$ cat src/rtl/nv_blkbox_src_gen_pkg.sv
// nv_blkbox_src_gen_pkg
// Shared definitions for the block-box source: FSM state encoding, the LFSR
// feedback polynomial, the beat counter width and small LFSR helpers.
package nv_blkbox_src_gen_pkg;

  // Burst sequencing states
  typedef enum logic [1:0] {
    ST_IDLE = 2'd0,
    ST_RUN  = 2'd1,
    ST_DONE = 2'd2
  } srcState_e;

  // Galois feedback taps for the 32-bit right-shifting LFSR
  localparam logic [31:0] LFSR_POLY = 32'h8020_0003;

  // Width of the beat counter and of the programmed burst length
  localparam int BEAT_CNT_W = 16;

  // One step of the right-shifting Galois LFSR
  function automatic logic [31:0] lfsrNext(input logic [31:0] q);
    return (q >> 1) ^ (q[0] ? LFSR_POLY : 32'h0);
  endfunction

  // An all-zero LFSR would lock up, so a zero seed is promoted to 1
  function automatic logic [31:0] seedFix(input logic [31:0] seed);
    return (seed == 32'h0) ? 32'h1 : seed;
  endfunction

endpackage

$ cat src/rtl/nv_blkbox_src_gen_if.sv
// nv_blkbox_src_gen_if
// Valid/ready payload channel driven by the block-box source. The master
// modport is the producing side, the slave modport is the consumer.
interface nv_blkbox_src_gen_if #(
  parameter int WIDTH = 32
);

  logic             src_pvld;
  logic             src_prdy;
  logic [WIDTH-1:0] src_pd;
  logic             src_last;

  // Producer view: drives valid, payload and last, samples ready
  modport master (
    output src_pvld,
    output src_pd,
    output src_last,
    input  src_prdy
  );

  // Consumer view: samples valid, payload and last, drives ready
  modport slave (
    input  src_pvld,
    input  src_pd,
    input  src_last,
    output src_prdy
  );

endinterface

$ cat src/rtl/nv_blkbox_lfsr32.sv
// nv_blkbox_lfsr32
// 32-bit right-shifting Galois LFSR. Load restarts the sequence at SEED
// (zero promoted to 1) and takes priority over advance.
module nv_blkbox_lfsr32
  import nv_blkbox_src_gen_pkg::*;
#(
  parameter logic [31:0] SEED = 32'h0000_0001
) (
  input  logic        clk,
  input  logic        rst,
  input  logic        i_load,
  input  logic        i_advance,
  output logic [31:0] o_q
);

  localparam logic [31:0] SEED_EFF = seedFix(SEED);

  logic [31:0] r_q;

  // Hold, restart at the seed, or step the sequence by one
  always_ff @(posedge clk or posedge rst) begin
    if (rst) begin
      r_q <= SEED_EFF;
    end else if (i_load) begin
      r_q <= SEED_EFF;
    end else if (i_advance) begin
      r_q <= lfsrNext(r_q);
    end
  end

  assign o_q = r_q;

endmodule

$ cat src/rtl/nv_blkbox_src_gen.sv
// nv_blkbox_src_gen
// Stand-in producer for a valid/ready channel whose real source is absent.
// Emits bursts of cfg_len beats (0 = unbounded) with a zero payload, or an
// LFSR pattern when NV_BLKBOX_SRC_LFSR_EN is defined. All outputs come
// straight from flops, so there is no input-to-output combinational path.
module nv_blkbox_src_gen
  import nv_blkbox_src_gen_pkg::*;
#(
  parameter int          WIDTH = 32,
  parameter logic [31:0] SEED  = 32'h0000_0001
) (
  input  logic                  nvdla_core_clk,
  input  logic                  nvdla_core_rst,
  input  logic                  cfg_en,
  input  logic [BEAT_CNT_W-1:0] cfg_len,
  nv_blkbox_src_gen_if.master   src,
  output logic                  done,
  output logic [BEAT_CNT_W-1:0] beat_cnt
);

  srcState_e             r_state;
  logic [BEAT_CNT_W-1:0] r_len;
  logic [BEAT_CNT_W-1:0] r_beatCnt;
  logic                  r_pvld;
  logic                  r_last;
  logic                  r_done;

  logic                  w_accept;
  logic                  w_start;
  logic                  w_isFinal;
  logic [BEAT_CNT_W-1:0] w_lenM1;
  logic [BEAT_CNT_W-1:0] w_cntInc;

  assign w_accept  = r_pvld & src.src_prdy;
  assign w_start   = (r_state == ST_IDLE) & cfg_en;
  assign w_lenM1   = r_len - 1'b1;
  assign w_cntInc  = r_beatCnt + 1'b1;
  assign w_isFinal = (r_len != '0) & (r_beatCnt == w_lenM1);

  // Burst sequencer: exits are only taken on an accepted beat, so a raised
  // beat is never withdrawn; last is precomputed for the beat being offered
  always_ff @(posedge nvdla_core_clk or posedge nvdla_core_rst) begin
    if (nvdla_core_rst) begin
      r_state   <= ST_IDLE;
      r_len     <= '0;
      r_beatCnt <= '0;
      r_pvld    <= 1'b0;
      r_last    <= 1'b0;
      r_done    <= 1'b0;
    end else begin
      case (r_state)
        ST_IDLE: begin
          if (cfg_en) begin
            r_state   <= ST_RUN;
            r_len     <= cfg_len;
            r_beatCnt <= '0;
            r_pvld    <= 1'b1;
            r_last    <= (cfg_len == 16'd1);
            r_done    <= 1'b0;
          end
        end
        ST_RUN: begin
          if (w_accept) begin
            r_beatCnt <= w_cntInc;
            if (w_isFinal) begin
              r_state <= ST_DONE;
              r_pvld  <= 1'b0;
              r_last  <= 1'b0;
              r_done  <= 1'b1;
            end else if (!cfg_en) begin
              r_state <= ST_IDLE;
              r_pvld  <= 1'b0;
              r_last  <= 1'b0;
            end else begin
              r_last  <= (r_len != '0) & (w_cntInc == w_lenM1);
            end
          end
        end
        ST_DONE: begin
          if (!cfg_en) begin
            r_state <= ST_IDLE;
            r_done  <= 1'b0;
          end
        end
        default: begin
          r_state <= ST_IDLE;
          r_pvld  <= 1'b0;
          r_last  <= 1'b0;
          r_done  <= 1'b0;
        end
      endcase
    end
  end

  assign src.src_pvld = r_pvld;
  assign src.src_last = r_last;
  assign done         = r_done;
  assign beat_cnt     = r_beatCnt;

`ifdef NV_BLKBOX_SRC_LFSR_EN
  logic [31:0] w_lfsrQ;

  nv_blkbox_lfsr32 #(
    .SEED (SEED)
  ) u_lfsr (
    .clk       (nvdla_core_clk),
    .rst       (nvdla_core_rst),
    .i_load    (w_start),
    .i_advance (w_accept),
    .o_q       (w_lfsrQ)
  );

  // Payload is forced to zero whenever no beat is offered, so idle and reset
  // present a clean zero instead of the parked LFSR value
  assign src.src_pd = r_pvld ? w_lfsrQ[WIDTH-1:0] : '0;
`else
  // Pure zero tie-off; SEED has no meaning here and is masked away
  assign src.src_pd = WIDTH'(SEED & 32'h0) | {{(WIDTH-1){1'b0}}, w_start & 1'b0};
`endif

endmodule

$ cat src/flat_wrapper.sv
// flat-port wrapper written by rule: the top's interface ports become plain ports
module nv_blkbox_src_gen_flat import nv_blkbox_src_gen_pkg::*;
#(
  parameter int          WIDTH = 32,
  parameter logic [31:0] SEED  = 32'h0000_0001
)
  (nvdla_core_clk, nvdla_core_rst, cfg_en, cfg_len, done, beat_cnt, src_src_pvld, src_src_pd, src_src_last, src_src_prdy);
  nv_blkbox_src_gen_if #(.WIDTH(WIDTH)) src_i ();
  input  logic nvdla_core_clk;
  input  logic nvdla_core_rst;
  input  logic cfg_en;
  input  logic [BEAT_CNT_W-1:0] cfg_len;
  output logic done;
  output logic [BEAT_CNT_W-1:0] beat_cnt;
  output wire logic [$bits(src_i.src_pvld)-1:0] src_src_pvld;
  output wire logic [$bits(src_i.src_pd)-1:0] src_src_pd;
  output wire logic [$bits(src_i.src_last)-1:0] src_src_last;
  input wire logic [$bits(src_i.src_prdy)-1:0] src_src_prdy;
  assign src_src_pvld = src_i.src_pvld;
  assign src_src_pd = src_i.src_pd;
  assign src_src_last = src_i.src_last;
  assign src_i.src_prdy = src_src_prdy;
  nv_blkbox_src_gen #(.WIDTH(WIDTH), .SEED(SEED)) u_core (.nvdla_core_clk(nvdla_core_clk), .nvdla_core_rst(nvdla_core_rst), .cfg_en(cfg_en), .cfg_len(cfg_len), .src(src_i), .done(done), .beat_cnt(beat_cnt));
endmodule
$ cat config.mk
export PLATFORM = sky130hd
export DESIGN_NAME = nv_blkbox_src_gen_flat
export DESIGN_NICKNAME = d
export VERILOG_FILES = /design/src/rtl/nv_blkbox_src_gen_pkg.sv /design/src/rtl/nv_blkbox_src_gen_if.sv /design/src/rtl/nv_blkbox_lfsr32.sv /design/src/rtl/nv_blkbox_src_gen.sv /design/src/flat_wrapper.sv
export SDC_FILE = /design/constraint.sdc
export NUM_CORES = 1
export LEC_CHECK = 0
export CORE_MARGIN = 2
export CORE_UTILIZATION = 51
export CTS_BUF_LIST = sky130_fd_sc_hd__clkbuf_4 sky130_fd_sc_hd__clkbuf_8 sky130_fd_sc_hd__clkbuf_16
export CTS_CLUSTER_SIZE = 12
export DETAILED_ROUTE_END_ITERATION = 10
export PLACE_DENSITY = 0.83
export SYNTH_ARGS = -nofsm -noshare
export SYNTH_HDL_FRONTEND = slang
export SYNTH_SLANG_ARGS = --single-unit
$ cat constraint.sdc
create_clock -name nvdla_core_clk -period 3.45 [get_ports nvdla_core_clk]
set_input_delay 0.5175 -clock nvdla_core_clk [delete_from_list [all_inputs] [get_ports nvdla_core_clk]]
set_output_delay 0.5175 -clock nvdla_core_clk [all_outputs]
set_load 0.005 [all_outputs]
Word-level counts from Yosys, hierarchy flattened. Index checks and enable logic that the tools add are counted. Widths: inputs -> output; s select.

Bits in registers: 37. Input port bits: 20. Output and inout port bits: 51. Logic and storage cells: 53.

Add/sub/neg operators: 2. Eq/ne operators: 10. Mux-type cells: 22. Bitwise gates (word level): 4. Reduce and logical (&&, ||, !) cells: 9.

Operators with widths (count): $eq 16x16->1 (2); $mux 16 (2); $pmux 16 s2 (1); $add 16x1->16 const B (1); $eq 16x1->1 const B (1); $reduce_bool 16->1 (1); $sub 16x1->16 const B (1); $mux 1 (11); $pmux 1 s3 (3); $mux 2 (4); $reduce_and 4->1 (2); $pmux 2 s3 (1); $reduce_and 3->1 (2); $ne 2x1->1 const B (2); $ne 2x2->1 const B (2); $reduce_and 2->1 (2); $and 1x1->1 (3); $ne 3x2->1 const B (1); $eq 2x1->1 const B (1); $eq 2x2->1 const B (1); $logic_not 2->1 (1); $reduce_bool 2->1 (1); $not 1->1 (1).

Longest topological paths before layout. Gate-level depths: netlist (run 1).

Word-level depth: 7. Mapped depth: 9. Depth with buffers taken out: 8.

Worst setup path after synthesis (run 1). Ideal clock, no wire load.

Kind: flip-flop to flip-flop. From: register u_core.r_len[0]. To: register u_core.r_state[0]. Library setup time: 0.146 ns. Data arrival time: 2.318 ns. Required time: 3.304 ns. Slack: 0.985 ns. Stages on the path, launching flop included: 9. Buffers on the path: 1. Period minus slack after synthesis: 2.465 ns. Path through: dfrtp_1 > inv_1 > ha_1 > nor3b_1 > clkbuf_1 > nand3_1 > or3_1 > a2111oi_0 > a21oi_1.

Longest elaborated chain between the ends: 6. Elaborated cells between the ends (all ways): 7. Those cells by class: 1 x add/sub; 1 x eq/ne; 3 x mux; 1 x bitwise; 1 x reduce/logical.

RTL lines: from (decl) (line nv_blkbox_src_gen.sv:22) `logic [BEAT_CNT_W-1:0] r_len;`; from (signal assigned) (line nv_blkbox_src_gen.sv:55) `r_len <= cfg_len;`; $sub 16x1->16 (line nv_blkbox_src_gen.sv:36) `assign w_lenM1 = r_len - 1'b1;`; $eq 16x16->1 (line nv_blkbox_src_gen.sv:38) `assign w_isFinal = (r_len != '0) & (r_beatCnt == w_lenM1);`; $and 1x1->1 * (line nv_blkbox_src_gen.sv:38); $mux 2 * (line nv_blkbox_src_gen.sv:65) `if (w_isFinal) begin`; $mux 2 * (line nv_blkbox_src_gen.sv:63) `if (w_accept) begin`; $pmux 2 s3 * (line nv_blkbox_src_gen.sv:51) `case (r_state)`; to (signal assigned) (line nv_blkbox_src_gen.sv:44) `r_state <= ST_IDLE;`; to (signal assigned) (line nv_blkbox_src_gen.sv:54) `r_state <= ST_RUN;`; to (signal assigned) (line nv_blkbox_src_gen.sv:66) `r_state <= ST_DONE;`; to (decl) (line nv_blkbox_src_gen.sv:21) `srcState_e r_state;`.

Mark *: on every way between the ends. The rest lies on a longest branch, timed or not. The select of a mux whose other input is x is not followed. A chain may end at the register's enable or synchronous reset.

Worst setup path in the final report (run 1).
From: register u_core.r_len[0]. To: register u_core.r_pvld (netlist: u_core.src.src_pvld).

Longest elaborated chain between the ends: 6. Elaborated cells between the ends (all ways): 9. Those cells by class: 1 x add/sub; 2 x eq/ne; 3 x mux; 1 x bitwise; 2 x reduce/logical.

RTL lines: $sub 16x1->16 (line nv_blkbox_src_gen.sv:36); $eq 16x16->1 (line nv_blkbox_src_gen.sv:38); $and 1x1->1 * (line nv_blkbox_src_gen.sv:38); $mux 1 (line nv_blkbox_src_gen.sv:65); $mux 1 (line nv_blkbox_src_gen.sv:63); $pmux 1 s3 (line nv_blkbox_src_gen.sv:51); to (signal assigned) (line nv_blkbox_src_gen.sv:57) `r_pvld <= 1'b1;`; to (signal assigned) (line nv_blkbox_src_gen.sv:67) `r_pvld <= 1'b0;`; to (signal assigned) (line nv_blkbox_src_gen.sv:72) `r_pvld <= 1'b0;`; to (decl) (line nv_blkbox_src_gen.sv:24) `logic r_pvld;`.

Marks and branches as above.

==> out/results.ini, run 1 <==
[yosys]
yosys_register_bits=37
number_of_enable_flip_flop_cells_after_synthesis=0
synth_area_sq_um=3050
ys_seq_area_share_pct=30.4
synthesis.yosys.warnings=0
synth-async-reset-ratio_pct=100
ys_types=55
number_of_cells_produced_by_synthesis=354
postSynthAreaPerCell_sq_um=8.61
synth_ff_type=dfrtp_1

[power_and_ir_drop]
clock_power_share_pct=14.5
seq_power_share_pct=36.1
power.static_leakage_nw=1.31
vdd_drop_max_mv=0.438
cellPowerDensity_nw_per_um2=635
comb_power_share_pct=49.4
internal_power_mw=1.24
power_switching_mw=0.948
swShare_pct=43.3

[final_layout]
final_layout_size_suffix_gt1_share_pct=9.30
design.final.nets=410
post-route-util_pct=58.9
count_of_inserted_antenna_diode_cells=0
layout_common_cells=clkdlybuf4s50_1, dfrtp_1, conb_1, o21ai_0, xnor2_1
area.growth.synth_to_final_pct=13.1
num-fill-cells=528
final_common_cell=clkdlybuf4s50_1

[placement]
globalplace.congestion=1.03
io_buffer_count=38
hpwl_um=5590

[sta]
final_max_slew_viol_count=0
final_period_minus_worst_setup_slack_ns=2.84
clock_skew_ns=0.00849
max_transition_margin_pct=32.6
report.final.setup_viol=0
setup-tns-final_ns=0
fin_crit_sh_pct=82.3
finalHoldViolCount=0
grt_setup_unrepaired=false
tightest_slew_ns=1.01
max_freq_mhz=352

[clocking]
clk-insertion-delay-late_ns=0.30
clock_tree.htree_level_count=2
cts_root_buf=clkbuf_8
cts_hold_buf=0
path_clk_slew_ns=0.07
post_cts_buffers=0
cts_resized=0
max-clock-path-buffers=2
tritoncts.num_buffers=5
tritoncts=yes
cts_sinks=37

[hold_path]
hold_removal_path_class=reg2reg

[critical_path]
critPathLaunchType=register
worstSetupPathType=reg2reg
arrival_ns=2.98
crit_fanout=8
worst-endpoint-required_ns=3.59
worst_setup_path_end_kind=register

[global_routing]
grt_antenna_before_repair=0
number_of_global_route_vias_before_repair=2358
grt_overflow=0
grt_use_total_pct=23.4
largest_net_degree_at_the_start_of_global_routing=38
global_route_wire_length_before_repair_um=11800

[drt]
drcViolationCount=0
routed_via_density=5.70
detail_route.iter0.violations=254
routed-via-count=2633
drt_pre_antenna_iters=5
route.antenna.remaining_nets=0
drt_wl_total_um=7120
route.detailed.wl_per_inst_um=15.4

[flow_run]
maxCapViolations=0

[floorplanning]
io_pins=71
die_height_um=81.3
coreArea_sq_um=5850
die_area_sq_um=6610
initial_core_util_pct=52.1
fp.dieW_um=81.3
placementRows=28

[status]
outcome=finished clean

-- registers in the layout, indices dropped and copies added (netlist names) --
name	cells
u_core.src.src_last	1
u_core.src.src_pvld	1
u_core.r_state	2
u_core.done	1
u_core.beat_cnt	16
u_core.r_len	16
-- kinds of logic after synthesis --
family | share of synthesized area (%)
buf+inv | 11.7
xor+xnor | 12.7
fa+ha+maj | 1.23
mux | 5.13
other cells | 0.123
simple gates | 24.7
flops | 30.4
compound gates | 14.0
-- critical path: stages, from the launching register on --
cell and delay [ns]:
dfrtp_1 0.42, or4_1 0.76, nor3_1 0.33, o21ai_0 0.18
and2_1 0.19, a2111oi_0 0.64, a21oi_1 0.15
-- per-stage QoR --
step                      hold WS (ns)  power [mW]  setup slack, ns  instances  instance area (sq um)
after floorplan                  0.487        1.63            0.985        385                   3160
final                            0.552        2.19            0.611        462                   3450
after global routing             0.582        2.36            0.443        462                   3450
after CTS                        0.556        2.19            0.610        462                   3450
after global placement           0.527        1.84            0.686        455                   3360
after detailed placement         0.540        1.86            0.601        455                   3360
-- synth_stat cells (all sizes together), types with 3 or more instances --
master    n  area share, %
a2111oi   3            1.1
a21oi     8            1.3
a31oi     4           0.82
and2      3           0.62
buf      36            8.8
clkbuf   13            1.9
dfrtp    37             30
ha        3            1.2
inv       8           0.99
mux2     13            4.8
nand2    26            3.2
nand3    12            2.0
nand3b    4           0.99
nand4    10            2.1
nor2     26            3.2
nor2b     6            1.2
nor3     17            2.8
nor3b     3           0.74
nor4      9            2.8
nor4b     3            1.4
o211ai    3           0.74
o21ai    30            4.9
o31ai     6            1.5
or4       3           0.86
xnor2    28            8.0
xor2     11            3.2
-- path summary, 6_finish.rpt --
check                                     from             endpoint  slack (ns)  cells after the start
min in group asynchronous       nvdla_core_rst      u_core.r_len[3]        0.62                      3
hold / removal             u_core.src.src_last  u_core.src.src_last        0.55                      2
max in group asynchronous       nvdla_core_rst   u_core.beat_cnt[6]        2.49                      3
setup / recovery               u_core.r_len[0]  u_core.src.src_pvld        0.61                      6
hold reg to reg            u_core.src.src_last  u_core.src.src_last        0.55                      2
setup reg to reg               u_core.r_len[0]  u_core.src.src_pvld        0.61                      6
-- power by group through the flow --
stage                     clock [mW]  sequential, mW  combinational, mW
after floorplan                    0           0.681              0.947
after global placement             0           0.787               1.06
after detailed placement           0           0.794               1.07
after CTS                      0.326           0.785               1.08
after global routing           0.343           0.817               1.20
final                          0.318           0.790               1.08
-- layer usage --
layer	track usage, %	wire [um]	vias up
li1	-	-	1261
met1	32.6	3180	1227
met2	36.5	3270	129
met3	4.22	509	16
met4	8.14	164	0
met5	0	0	-
-- final cells by class --
| cell class | count | area, sq um | area share (%) |
|---|---|---|---|
| repair buffers | 44 | 425 | 12.3 |
| well taps | 75 | 93.8 | 2.72 |
| inverters | 8 | 30.0 | 0.871 |
| flip-flops and latches | 37 | 926 | 26.9 |
| clock buffers | 7 | 90.1 | 2.61 |
| multi-input cells | 291 | 1880 | 54.6 |
No activity file was read; power rests on OpenSTA's default activity.
==> run 2: changes to the inputs <==
--- a/config.mk
+++ b/config.mk
@@ -6,11 +6,11 @@
 export NUM_CORES = 1
 export LEC_CHECK = 0
 export CORE_MARGIN = 2
-export CORE_UTILIZATION = 51
+export CORE_UTILIZATION = 46
 export CTS_BUF_LIST = sky130_fd_sc_hd__clkbuf_4 sky130_fd_sc_hd__clkbuf_8 sky130_fd_sc_hd__clkbuf_16
 export CTS_CLUSTER_SIZE = 12
 export DETAILED_ROUTE_END_ITERATION = 10
-export PLACE_DENSITY = 0.83
+export PLACE_DENSITY = 0.79
 export SYNTH_ARGS = -nofsm -noshare
 export SYNTH_HDL_FRONTEND = slang
 export SYNTH_SLANG_ARGS = --single-unit
==> constraint.sdc (replaced) <==
create_clock -name nvdla_core_clk -period 2.5 [get_ports nvdla_core_clk]
set_input_delay 0.375 -clock nvdla_core_clk [delete_from_list [all_inputs] [get_ports nvdla_core_clk]]
set_output_delay 0.375 -clock nvdla_core_clk [all_outputs]
set_load 0.005 [all_outputs]
==> run 2 against run 1 <==
  * Non-clock buffer count is 41 higher
  * Clock skew is 0.0053 ns lower
  * Flip-flop and latch count stayed put
  * Sequential share of layout area is 3.0 points lower
  * Clock power is 98% higher
  * Sequential power is 26% higher
  * Worst setup slack worse by 0.56 ns
  * Core utilization is 1.9 points higher
  * Cell count is 9.5% higher
  * Die area is 10% higher
  * Critical endpoint is now u_core.r_state[0]
==> out/results.ini, run 2 (synthesis gave the netlist of run 1 again) <==
[clocking]
cts_sinks=37  ; unchanged
clk-insertion-delay-late_ns=0.30  ; about the same
tritoncts=yes  ; unchanged
max-clock-path-buffers=2  ; unchanged
cts_hold_buf=0  ; unchanged
path_clk_slew_ns=0.08  ; was 0.07 ns
clock_tree.htree_level_count=2  ; unchanged
cts_root_buf=clkbuf_8  ; unchanged
tritoncts.num_buffers=5  ; unchanged

[drt]
routed-via-count=2867  ; was 2,633
route.antenna.remaining_nets=0  ; unchanged
drt_wl_total_um=8150  ; was 7120 um
drcViolationCount=0  ; unchanged
drt_pre_antenna_iters=6  ; was 5
route.detailed.wl_per_inst_um=16.1  ; was 15.4 um
routed_via_density=5.67  ; was 5.70
detail_route.iter0.violations=285  ; was 254

[power_and_ir_drop]
power.static_leakage_nw=1.56  ; was 1.31 nW
vdd_drop_max_mv=0.594  ; was 0.438 mV
fin_total_pwr_mw=3.78  ; was 2.19 mW
cellPowerDensity_nw_per_um2=973  ; was 635 nW/um^2

[final_layout]
count_of_inserted_antenna_diode_cells=0  ; unchanged
final_common_cell=buf_4  ; was clkdlybuf4s50_1
final_layout_size_suffix_gt1_share_pct=22.4  ; was 9.30%
num-fill-cells=530  ; was 528
multi_input_area_sq_um=1960  ; was 1880 sq um
design.final.nets=451  ; was 410
layout_common_cells=buf_4, clkdlybuf4s50_1, dfrtp_1, conb_1, o21ai_0  ; was clkdlybuf4s50_1, dfrtp_1, conb_1, o21ai_0, xnor2_1
final-instance-count-excl-fill=506  ; was 462
regArea_sq_um=928  ; was 926 sq um
area.growth.synth_to_final_pct=27.5  ; was 13.1%

[sta]
grt_setup_unrepaired=true  ; was false
setup-tns-final_ns=0  ; unchanged
final_max_slew_viol_count=0  ; unchanged
fin_hold_ws_ns=0.482  ; was 0.552 ns
tightest_slew_ns=1.15  ; was 1.01 ns
max_transition_margin_pct=23.3  ; was 32.6%
report.final.setup_viol=0  ; unchanged
fin_crit_sh_pct=97.9  ; was 82.3%
clock_skew_ns=0.00316  ; was 0.00849 ns
final_period_minus_worst_setup_slack_ns=2.45  ; was 2.84 ns
max_freq_mhz=409  ; was 352 MHz
finalHoldViolCount=0  ; unchanged

[global_routing]
grt_use_total_pct=22.8  ; was 23.4%
grt_overflow=0  ; unchanged
largest_net_degree_at_the_start_of_global_routing=38  ; unchanged
grt_use_met2_pct=38.1  ; was 36.5%
global_route_wire_length_before_repair_um=13100  ; was 11,800 um
grt_util_met3_pct=3.02  ; was 4.22%
number_of_global_route_vias_before_repair=2650  ; was 2,358
grt_antenna_before_repair=0  ; unchanged
grtUsageMet1_pct=30.3  ; was 32.6%
global_route.peak_usage_layer=met2  ; unchanged

[flow_run]
maxCapViolations=0  ; unchanged

[floorplanning]
placementRows=29  ; was 28
io_pins=71  ; unchanged
coreArea_sq_um=6390  ; was 5850 sq um
initial_core_util_pct=47.7  ; was 52.1%
die_height_um=85.4  ; was 81.3 um
die_area_sq_um=7290  ; was 6610 sq um
fp.dieW_um=85.4  ; was 81.3 um

[critical_path]
worst_setup_path_end_kind=register  ; unchanged
worst-endpoint-required_ns=2.69  ; was 3.59 ns
arrival_ns=2.63  ; was 2.98 ns
crit_fanout=3  ; was 8
critPathLaunchType=register  ; unchanged
worstSetupPathType=reg2reg  ; unchanged

[placement]
globalplace.congestion=0.960  ; was 1.03
hpwl_um=6100  ; was 5590 um
placedCellCount=488  ; was 455
io_buffer_count=38  ; unchanged

[hold_path]
hold_removal_path_class=in2async  ; was reg2reg

[status]
outcome=finished clean  ; unchanged

## run 2: worst paths after layout
kind	depth (start not counted)	slack, ns	from	to
worst max-delay path	8	0.05	u_core.r_len[6]	u_core.r_state[0]
worst min-delay path	3	0.48	nvdla_core_rst	u_core.r_len[3]
worst max register to register	8	0.05	u_core.r_len[6]	u_core.r_state[0]
worst min register to register	2	0.55	u_core.src.src_last	u_core.src.src_last
max in group asynchronous	3	1.67	nvdla_core_rst	u_core.r_len[7]
min in group nvdla_core_clk	2	0.55	u_core.src.src_last	u_core.src.src_last
## run 2: cell type report
cell class | count | area share, %
multi-input combinational | 291 | 50.4
tap | 77 | 2.48
timing repair buffer | 85 | 19.0
sequential | 37 | 23.9
clock buffer | 5 | 1.77
clock inverter | 3 | 1.68
inverter | 8 | 0.773
## run 2: power by group
| part | internal, mW | switching, mW |
|---|---|---|
| Sequential | 0.763 | 0.235 |
| Combinational | 1.08 | 1.07 |
| Clock | 0.396 | 0.234 |
| Total | 2.24 | 1.54 |
## run 2: what timing repair did
item	in CTS	in global routing
setup buffers	7	3
pin swaps	3	13
endpoints found under the setup margin	3	5
resized for setup	7	18
## run 2: layer usage
layer	part of all wire, %	up-vias
li1	-	1348
met1	41	1359
met2	50	145
met3	6.7	15
met4	2.0	0
met5	0	-
## run 2: critical path, stage by stage (launching register included)
cell and delay (ns):
dfrtp_1 0.39, or4_4 0.59, buf_4 0.17, nor3_1 0.20, o21ai_0 0.19, and2_1 0.24
a2111oi_2 0.33, buf_4 0.17, a21oi_1 0.06
## run 2: metrics by stage
step                      util [%]  instance area (sq um)  setup WS, ns
final                         60.8                   3880        0.0523
after global routing          60.8                   3880       -0.0366
after CTS                     59.5                   3800       0.00578
after detailed placement      56.2                   3590       -0.0774
after global placement        56.2                   3590       -0.0152
after floorplan                  -                   3160        0.0355
==> patch, RTL diff (config.mk and constraints of run 1) <==
Change the package constant `BEAT_CNT_W` from 16 to 32.
--- a/src/rtl/nv_blkbox_src_gen_pkg.sv
+++ b/src/rtl/nv_blkbox_src_gen_pkg.sv
@@ -15,5 +15,5 @@
 
   // Width of the beat counter and of the programmed burst length
-  localparam int BEAT_CNT_W = 16;
+  localparam int BEAT_CNT_W = 32;
 
   // One step of the right-shifting Galois LFSR
Interface: changed (resized beat_cnt and cfg_len); port bits go from 71 to 103. The function was not compared with the original's and may differ.
==> patch against run 1 <==
- via count rose by 110%
- synthesized area grew 82%
- routed wire length increased by 130%
- worst setup slack worse by 380 ps
- largest cell class unchanged
- sequential cell count grew 32
- total power increased by 98%
- critical path type unchanged
- final area up 89%
- clock power rose to 2.7 times the old value
- global-route usage grew 5.4 points
==> patch: results (changes against run 1) <==
metal3 WL=1330 um (was 509 um); Synth area leaders=dfrtp_1 31%, nand2_1 8.9%, xnor2_1 6.6% (was dfrtp_1 30%, buf_4 8.1%, xnor2_1 8.0%); detailed-route wire length per cell=17.9 um (was 15.4 um); Syn. warnings=0 (unchanged); dpl cells=892 (was 455); DP Wirelength=12500 um (was 5590 um); layout cells sized above 1=7.16% (was 9.30%); post-synthesis mux area share=0.902% (was 5.13%); peak supply drop=0.000329 V (was 0.000438 V); Arrival @ worst endpoint=3520 ps (was 2980 ps); DR WL met2=7280 um (was 3270 um); vias in the first global route=5089 (was 2358); fraction of the yosys area taken by sequential cells=31.1% (was 30.4%); Hold Crit Start=u_core.r_state[1]$_DFFE_PP0P_ (was u_core.src.src_last$_DFFE_PP0P_); worst relative slew slack=50.4% (was 32.6%); Post-synth top cells=132 x nand2_1, 69 x dfrtp_1, 47 x nor2_1, 47 x o21ai_0, 42 x xnor2_1 (was 37 x dfrtp_1, 33 x buf_4, 30 x o21ai_0); port bufs=70 (was 38); Initial DRT Pass Iterations=7 (was 5); Via Count=5487 (was 2633); setup bufs post-CTS=0 (unchanged); Worst Hold Class=flop to flop (unchanged); met1 wire length=7150 um (was 3180 um); post-synth cell types=67 (was 55); complex-gate fraction of the synthesized area=13.9% (was 14.0%); gp weighted congestion=0.959 (was 1.03); TNS Setup=0 ps (unchanged); adder-cell share of the synthesized area=0.676% (was 1.23%); Fin Clk Skew=10.7 ps (was 8.49 ps); static leakage=2.72 nW (was 1.31 nW); CTS Buf Count=9 (was 5); # nets final=802 (was 410); Skew-Pair Late Insertion Delay=360 ps (was 300 ps); status=completed (unchanged); Global Route Usage Sum=28.8% (was 23.4%); Syn Inst Count=708 (was 354); DR iter-0 viols=423 (was 254); first-pass GRT wire length=26100 um (was 11800 um); H-tree level count=3 (was 2); Worst Path Max Fanout=7 (was 8); Via density=6.04 (was 5.70); R2R Path Start=u_core.beat_cnt[1]$_DFFE_PP0P_ (was u_core.r_len[0]$_DFFE_PP0P_)
[patch: cell types whose count changed after synthesis, moves of 13 or more]
| cell | change |
|---|---|
| o21ai_0 | +17 |
| nor2_1 | +21 |
| nand2_1 | +106 |
| nand3_1 | +14 |
| nor4_1 | +13 |
| xnor2_1 | +14 |
| xor2_1 | +23 |
| dfrtp_1 | +32 |
| nand4_1 | +18 |
| mux2_2 | -13 |
[patch: kinds of logic after synthesis]
kind of cell,count (synthesis)
DFF,69
buffers and inverters,80
adders and majority gates,3
other,1
xor gates and xnor gates,78
AOI/OAI and AO/OA,123
muxes,5
and+or+nand+nor,349
[patch: final cells by class]
type | count | area (um^2)
clock buffer | 13 | 173
clock inverter | 3 | 90.1
fill | 1011 | 4220
inverter | 10 | 37.5
multi-input combinational | 590 | 3510
sequential | 69 | 1730
tap | 140 | 175
timing repair buffer | 83 | 811
[patch: repair_timing]
item | 4_1_cts | 5_1_grt
gates resized for setup | 0 | 1
hold endpoints to repair | 0 | 0
endpoints found under the setup margin | 0 | 1
[patch: worst paths after layout]
| kind | to | slack (ps) | cells after the start |
|---|---|---|---|
| setup / recovery | u_core.src.src_last$_DFFE_PP0P_ | 230 | 9 |
| hold / removal | u_core.r_state[0]$_DFFE_PP0P_ | 540 | 1 |
| setup reg to reg | u_core.src.src_last$_DFFE_PP0P_ | 230 | 9 |
| hold reg to reg | u_core.r_state[0]$_DFFE_PP0P_ | 540 | 1 |
| max in group asynchronous | u_core.beat_cnt[16]$_DFFE_PP0P_ | 2200 | 3 |
| min in group asynchronous | u_core.r_len[5]$_DFFE_PP0P_ | 600 | 2 |
[patch: per-stage QoR]
stage / hold WS, ps / total power, mW / area, um^2 / util (%) / setup slack (ps)
finish: 542 / 4.34 / 6520 / 60.7 / 229
global route: 565 / 4.62 / 6520 / 60.7 / 3.38
CTS: 534 / 4.30 / 6520 / 60.6 / 222
detailed placement: 524 / 3.41 / 6250 / 58.2 / 232
global placement: 516 / 3.33 / 6250 / 58.2 / 394
floorplan: 473 / 2.89 / 5670 / - / 604
[patch: metal layers]
metal | up-vias | global-route usage [%]
met1 | 2635 | 40.4
met4 | 0 | 10.8
li1 | 2560 | -
met5 | - | 0
met2 | 258 | 44.5
met3 | 34 | 5.18
[patch: where the power goes]
part / total [mW] / switching [mW] / internal (mW)
Sequential: 1.42 / 0.410 / 1.01
Clock: 0.869 / 0.321 / 0.548
Combinational: 2.04 / 1.17 / 0.879
[patch: worst max-delay path: stages (launching register included)]
cell	delay [ps]
dfrtp_1	480
ha_1	320
nand3_1	240
or4_1	700
nor3b_4	330
xor2_1	110
or3b_1	380
nor4_1	290
nand3_1	160
o21ai_2	140
